**src/rtl/instr_fetch.sv**
```systemverilog
`default_nettype none
// ============================================================================
// Module   : instr_fetch
// Purpose  : Program counter, combinational-ROM addressing, and a 2-entry
//            prefetch buffer feeding decode. Redirects flush the buffer and
//            reload the PC.
// Revision : 1.0 - initial release
// ============================================================================
module instr_fetch #(
  parameter int unsigned     AW       = 8,
  parameter int unsigned     DW       = 16,
  parameter logic [AW-1:0]   RESET_PC = '0
) (
  input  logic          clk,
  input  logic          rst_n,
  output logic [AW-1:0] rom_addr,
  input  logic [DW-1:0] rom_data,
  input  logic          redirect_valid,
  input  logic [AW-1:0] redirect_pc,
  output logic          out_valid,
  input  logic          out_ready,
  output logic [DW-1:0] out_instr,
  output logic [AW-1:0] out_pc
);

  typedef enum logic [1:0] {
    S_EMPTY = 2'd0,
    S_ONE   = 2'd1,
    S_FULL  = 2'd2
  } state_t;

  localparam logic [AW-1:0] c_pc_step = AW'(1);

  state_t        r_state;
  state_t        w_state_nxt;
  logic [AW-1:0] r_pc;
  logic [AW-1:0] w_pc_nxt;
  logic [AW-1:0] r_head_pc;
  logic [AW-1:0] w_head_pc_nxt;
  logic [DW-1:0] r_head_instr;
  logic [DW-1:0] w_head_instr_nxt;
  logic [AW-1:0] r_tail_pc;
  logic [AW-1:0] w_tail_pc_nxt;
  logic [DW-1:0] r_tail_instr;
  logic [DW-1:0] w_tail_instr_nxt;
  logic          w_pop;
  logic          w_push;

  always_ff @(posedge clk or negedge rst_n) begin
    if (!rst_n) begin
      r_state      <= S_EMPTY;
      r_pc         <= RESET_PC;
      r_head_pc    <= '0;
      r_head_instr <= '0;
      r_tail_pc    <= '0;
      r_tail_instr <= '0;
    end else begin
      r_state      <= w_state_nxt;
      r_pc         <= w_pc_nxt;
      r_head_pc    <= w_head_pc_nxt;
      r_head_instr <= w_head_instr_nxt;
      r_tail_pc    <= w_tail_pc_nxt;
      r_tail_instr <= w_tail_instr_nxt;
    end
  end

  always_comb begin
    w_pop            = (r_state != S_EMPTY) & out_ready;
    w_push           = !redirect_valid & ((r_state != S_FULL) | w_pop);
    w_state_nxt      = r_state;
    w_pc_nxt         = r_pc;
    w_head_pc_nxt    = r_head_pc;
    w_head_instr_nxt = r_head_instr;
    w_tail_pc_nxt    = r_tail_pc;
    w_tail_instr_nxt = r_tail_instr;

    if (redirect_valid) begin
      // Flush clears the slots so an empty head always reads back as zero.
      w_state_nxt      = S_EMPTY;
      w_pc_nxt         = redirect_pc;
      w_head_pc_nxt    = '0;
      w_head_instr_nxt = '0;
      w_tail_pc_nxt    = '0;
      w_tail_instr_nxt = '0;
    end else begin
      if (w_push) begin
        w_pc_nxt = r_pc + c_pc_step;
      end
      unique case (r_state)
        S_EMPTY: begin
          if (w_push) begin
            w_state_nxt      = S_ONE;
            w_head_pc_nxt    = r_pc;
            w_head_instr_nxt = rom_data;
          end
        end
        S_ONE: begin
          if (w_push && w_pop) begin
            w_head_pc_nxt    = r_pc;
            w_head_instr_nxt = rom_data;
          end else if (w_push) begin
            w_state_nxt      = S_FULL;
            w_tail_pc_nxt    = r_pc;
            w_tail_instr_nxt = rom_data;
          end else if (w_pop) begin
            w_state_nxt      = S_EMPTY;
            w_head_pc_nxt    = '0;
            w_head_instr_nxt = '0;
          end
        end
        S_FULL: begin
          // A push from FULL is only possible alongside a pop.
          if (w_pop) begin
            w_head_pc_nxt    = r_tail_pc;
            w_head_instr_nxt = r_tail_instr;
            if (w_push) begin
              w_tail_pc_nxt    = r_pc;
              w_tail_instr_nxt = rom_data;
            end else begin
              w_state_nxt      = S_ONE;
              w_tail_pc_nxt    = '0;
              w_tail_instr_nxt = '0;
            end
          end
        end
        default: begin
          w_state_nxt      = S_EMPTY;
          w_head_pc_nxt    = '0;
          w_head_instr_nxt = '0;
          w_tail_pc_nxt    = '0;
          w_tail_instr_nxt = '0;
        end
      endcase
    end
  end

  assign rom_addr  = r_pc;
  assign out_valid = (r_state != S_EMPTY);
  assign out_pc    = r_head_pc;
  assign out_instr = r_head_instr;

endmodule
`default_nettype wire

```
**config.mk**
```make
export PLATFORM = sky130hd
export DESIGN_NAME = instr_fetch
export DESIGN_NICKNAME = d
export VERILOG_FILES = /design/src/rtl/instr_fetch.sv
export SDC_FILE = /design/constraint.sdc
export NUM_CORES = 1
export LEC_CHECK = 0
export BUFFER_PORTS_ARGS = -buffer_cell sky130_fd_sc_hd__clkbuf_2
export CORE_UTILIZATION = 50
export DETAILED_ROUTE_END_ITERATION = 8
export HOLD_SLACK_MARGIN = 0.03
export PLACE_DENSITY = 0.74
export SLEW_MARGIN = 5
export SYNTH_ARGS = -nofsm -noshare
export SYNTH_HDL_FRONTEND = slang
export SYNTH_SLANG_ARGS = --single-unit
```
**constraint.sdc**
```tcl
create_clock -name clk -period 2.5 [get_ports clk]
set_clock_uncertainty 0.15 [all_clocks]
set_input_delay 0.75 -clock clk [delete_from_list [all_inputs] [get_ports clk]]
set_output_delay 0.75 -clock clk [all_outputs]
set_load 0.005 [all_outputs]
```
# Yosys cells after proc, flatten, opt, wreduce, memory -nomap -nowiden
# Index checks and enable logic that the tools add are counted.
# totals
reg_bits	58
wordCells	64
out_inout_bits	33
in_bits	28
# classes
n_bitwise	3
eq_ne	12
add_sub_neg	1
n_mux	34
reduce_logical	8
# op_table
op	count
two-way mux 16 bit	10
two-way mux 8 bit	12
one-hot mux 16 bit (3 select lines)	2
one-hot mux 8 bit (3 select lines)	2
inequality test 3 bit (second input constant)	5
two-way mux 2 bit	7
inequality test 4 bit (second input constant)	3
adder 8 x 1 -> 8 bit (second input constant)	1
AND reduction 4 bit	2
one-hot mux 2 bit (3 select lines)	1
AND reduction 5 bit	1
inequality test 2 bit (second input constant)	2
nonzero test 2 bit	2
bitwise AND 1 bit	2
equality test 2 x 1 -> 1 bit (second input constant)	1
equality test 2 bit (second input constant)	1
zero test 2 bit	1
logical AND 1 bit	1
zero test 1 bit	1
bitwise OR 1 bit	1

# Logic depth before layout (Yosys ltp)
# depth
depth_word	8
ltp_mapped	9
ltp_nobuf	6

# Least setup slack after synthesis
# Ideal clock, no wire load.
# synth_path
path_type	in2reg
start	input out_ready
end	register r_tail_pc[2]
arrival_ps	1753
path_buffers	2
path_stages	6
slack_ps	505
setup_ps	93
required_ps	2257
cell_sequence	and2b_2 > a21oi_1 > or3b_1 > buf_2 > buf_6 > o31ai_2
# synth_via
elab_chain_cells	7
elab_cells_between_ends	12
classes_between	eq/ne (3); mux (4); bitwise (3); reduce/logical (2)
# synth_lines
element	line_no	text
from (decl)	21	input logic out_ready,
bitwise AND 1 bit *	68	w_pop = (r_state != S_EMPTY) & out_ready;
bitwise OR 1 bit	69	w_push = !redirect_valid & ((r_state != S_FULL) | w_pop);
bitwise AND 1 bit	69	
two-way mux 8 bit	116	if (w_push) begin
two-way mux 8 bit	113	if (w_pop) begin
one-hot mux 8 bit (3 select lines)	89	unique case (r_state)
two-way mux 8 bit	77	if (redirect_valid) begin
to (signal assigned)	62	r_tail_pc <= w_tail_pc_nxt;
to (decl)	42	logic [AW-1:0] r_tail_pc;
# Mark *: on every way between the ends. The rest lies on a longest branch, timed or not. The select of a mux whose other input is x is not followed.
# A chain may end at the register's enable or synchronous reset.

# Worst setup path after layout
# layout_path
start	register r_state[0]
end	output out_valid
# layout_via
elab_chain_cells	1
# layout_lines
element	line_no	text
from (decl)	34	state_t r_state;
from (signal assigned)	58	r_state <= w_state_nxt;
nonzero test 2 bit	138	assign out_valid = (r_state != S_EMPTY);
to (decl)	20	output logic out_valid,
# No other way between the ends.

==> metrics.md <==
| Metric | Value |
|---|---|
| Post-detail-place hpwl | `a little over 4 mm` |
| Post-Syn Area | `about 0.0028 sq mm` |
| Share of the clock period used by the worst path after layout | `89.2%` |
| Slew of the pin with the lowest slew margin | `between 0.5 and 0.6 ns` |
| Start-to-end type of the worst setup path | `register to primary output` |
| DR DRC count | `0` |
| Cell row count | `26` |
| Final Hold Violating Endpoints | `0` |
| Compound-gate portion of the synthesized area | `25.3%` |
| Shortest period the worst path allows | `between 2 and 2.5 ns` |
| Core Area | `around 0.0052 sq mm` |
| Post_cts resized | `0` |
| Signal arrival time at the worst endpoint | `1.33 ns` |
| Total of flip-flops plus latches after synthesis | `between 50 and 60` |
| Initial antenna violation count | `0` |
| CTS clk-pin slew, worst paths | `0.06 ns` |
| Filler cells | `between 400 and 500` |
| Global route overflow | `0` |
| Synth cell count leaders | `nand2_1 (59), dfrtp_1 (58), o21ai_0 (32)` |
| Net Count, Synth | `316` |
| Total power after layout | `between 3000 and 4000 uW` |
| Area growth from synthesis to layout | `21.2%` |
| Synth Instances | `approximately 280` |
| Post-CTS setup buffers | `0` |
| First-pass GRT wire length | `10.3 mm` |
| Synth Area in Simple Gates | `between 10% and 20%` |
| Peak VDD IR | `between 0.6 and 0.7 mV` |
| Reported leakage power | `roughly 0.0017 uW` |
| Maximum level of the CTS H-tree | `3` |
| Post-synthesis share of cell area spent on full adders, half adders and majority gates | `around 2.2%` |
| Largest net degree at the start of global routing | `49` |
| Rel. slew slack | `65.5%` |
| Post-Synth XOR/XNOR Area | `~2.5%` |
| Fraction of the yosys area taken by sequential cells | `roughly half` |
| Vert. Die Dim | `76.9 um` |
| Drt via density | `5.29` |
| Effective utilization at floorplan | `between 50% and 60%` |
| Worst Hold Slack | `roughly 0.22 ns` |
| Result of the run | `finished clean` |
| Clock tree buffer depth | `2` |
| GRT Overall Usage | `between 20% and 30%` |
| Maxcap violations | `0` |
| Area share of the largest cell type after synthesis | `about 52%` |
| Count of TritonRoute iterations in the first routing pass | `5` |
| Total clock buffers created by CTS | `9` |
| N_diodes | `0` |
| Inst Count DP | `roughly 400` |
| Number of different library cells in the post-synthesis netlist | `28` |
| Final RePlAce weighted congestion | `between 0.7 and 0.8` |
| Number of max-slew violations in the final report | `0` |
| Critical path fanouts, max | `4` |
| Cell with the most instances after synthesis | `nand2_1` |
| Horiz. Die Dim | `76.9 um` |
| Root buffer selected by CTS | `clkbuf_8` |
| Number of nets in the layout | `about 380` |
| Setup slack of the worst register-to-register path | `around 0.37 ns` |
| Data required time at the worst endpoint | `1.60 ns` |
| TritonCTS sink count | `58` |
| Main flop type after synthesis | `dfrtp_1` |
| Setup repair after global routing missed its margin | `false` |
| DR vias | `between 2000 and 2500` |
| Final standard cell area without fillers | `around 0.0034 sq mm` |
| CTS tree | `yes` |
| Count of antenna-violating nets left after detailed routing | `0` |
| Number of global-route vias before repair | `roughly 2100` |
| Placement-stage cell area | `between 0.003 and 0.004 sq mm` |
| Kind of launch point of the worst setup path | `register` |
| Multiplexer area fraction after synthesis | `less than 1%` |
| I/O pin total | `a little over 60` |
| Worst min-delay path category | `primary input to asynchronous set/reset pin` |
| Final setup violation count | `0` |
| Yosys synthesis warning count | `0` |
| Fraction of layout cells with a size suffix above 1 | `31.4%` |
| Summed negative setup slack over all endpoints | `0 ns` |
| Cell area power density | `roughly 990 mW/mm^2` |
| Clock latency on the worst-skew pair | `0.34 ns` |
| Non-filler instance count after layout | `between 400 and 500` |
| Die Footprint | `slightly below 0.006 sq mm` |
| Fmax | `around 450 MHz` |
| Dominant combinational cell family by area after synthesis | `compound AO/OA/AOI/OAI gates` |
| Port buffer count | `60` |
| Detailed Route Iter0 Violations | `around 170` |
| CP endpoint kind | `primary output` |
| Routed wire length | `6.00 mm` |
| Average detailed-routed wire length per instance | `14.3 um` |
| Proportion of register bits with asynchronous set or reset after synthesis | `between 90% and 100%` |
| Cells taking the most area after synthesis | `dfrtp_1 (52%), o31ai_2 (8.0%), nand2_1 (7.9%)` |
| Post-synth EDFFs | `0` |
| Post-cts hold buffer count | `0` |
| Cell taking the most area after synthesis | `dfrtp_1` |
| Mean instance size in the synthesized netlist | `9.90 sq um` |
-- final timing paths --
check | from | to | depth (start not counted)
worst max-delay path | r_state[0] | out_valid | 4
worst min-delay path | rst_n | rom_addr[3] | 1
worst max register to register | r_state[0] | r_tail_instr[0] | 7
worst min register to register | out_instr[15] | out_instr[15] | 2
max in group asynchronous | rst_n | out_pc[2] | 2
min in group clk | out_instr[15] | out_instr[15] | 2
-- per-stage QoR --
step	utilization, %	worst slack, ns
final	64.8	0.270
after global routing	64.8	0.178
after CTS	64.8	0.248
after detailed placement	61.3	0.248
after global placement	61.3	0.308
after floorplan	-	0.505
-- worst max-delay path: stages, from the launching register on --
cell      delay, ns
dfrtp_1        0.41
inv_1          0.08
ha_1           0.21
inv_1          0.15
clkbuf_2       0.14
-- cells by family after synthesis --
group,after synthesis
adders and majority gates,5
xor gates and xnor gates,8
and+or+nand+nor,73
buffers and inverters,47
DFF,58
AOI/OAI and AO/OA,91
muxes,1
-- cell usage in the layout, fill, tap and decap left out, drive strengths merged --
cell,instances
buf,11
clkbuf,74
nand3,2
nor3,2
ha,5
o21ai,34
nand4,1
inv,27
or3b,1
a22oi,24
a21oi,3
a31oi,1
a21boi,1
xnor2,8
nor2,5
a211oi,3
dfrtp,58
mux2i,1
o31ai,24
and2b,1
nand2,59
nand2b,2
clkinv,2
a2111oi,1
-- final cells by class --
type,instances,area [sq um],area share (%)
multi-input cells,178,1180,34.6
well taps,70,87.6,2.58
inverters,27,101,2.99
flip-flops and latches,58,1450,42.8
repair buffers,71,395,11.6
clock buffers,14,173,5.09
clock inverters,2,10.0,0.295
-- power breakdown --
part | internal, uW | leakage, uW | switching [uW]
Combinational | 475 | 0.000799 | 761
Clock | 438 | 0.0000965 | 359
Sequential | 1170 | 0.000779 | 169
-- flip-flops by register name, indices dropped and copies added, names as in the netlist --
register,cells
r_tail_instr,16
r_state,2
rom_addr,8
r_tail_pc,8
out_instr,16
out_pc,8
-- metal layers --
layer  part of all wire, %  global-route usage [%]
met1                    45                    31.1
met2                    47                    34.8
met3                   5.3                    4.29
met4                   2.2                    12.7
met5                     0                       0
Note: power is estimated with default switching activity, not from simulation.
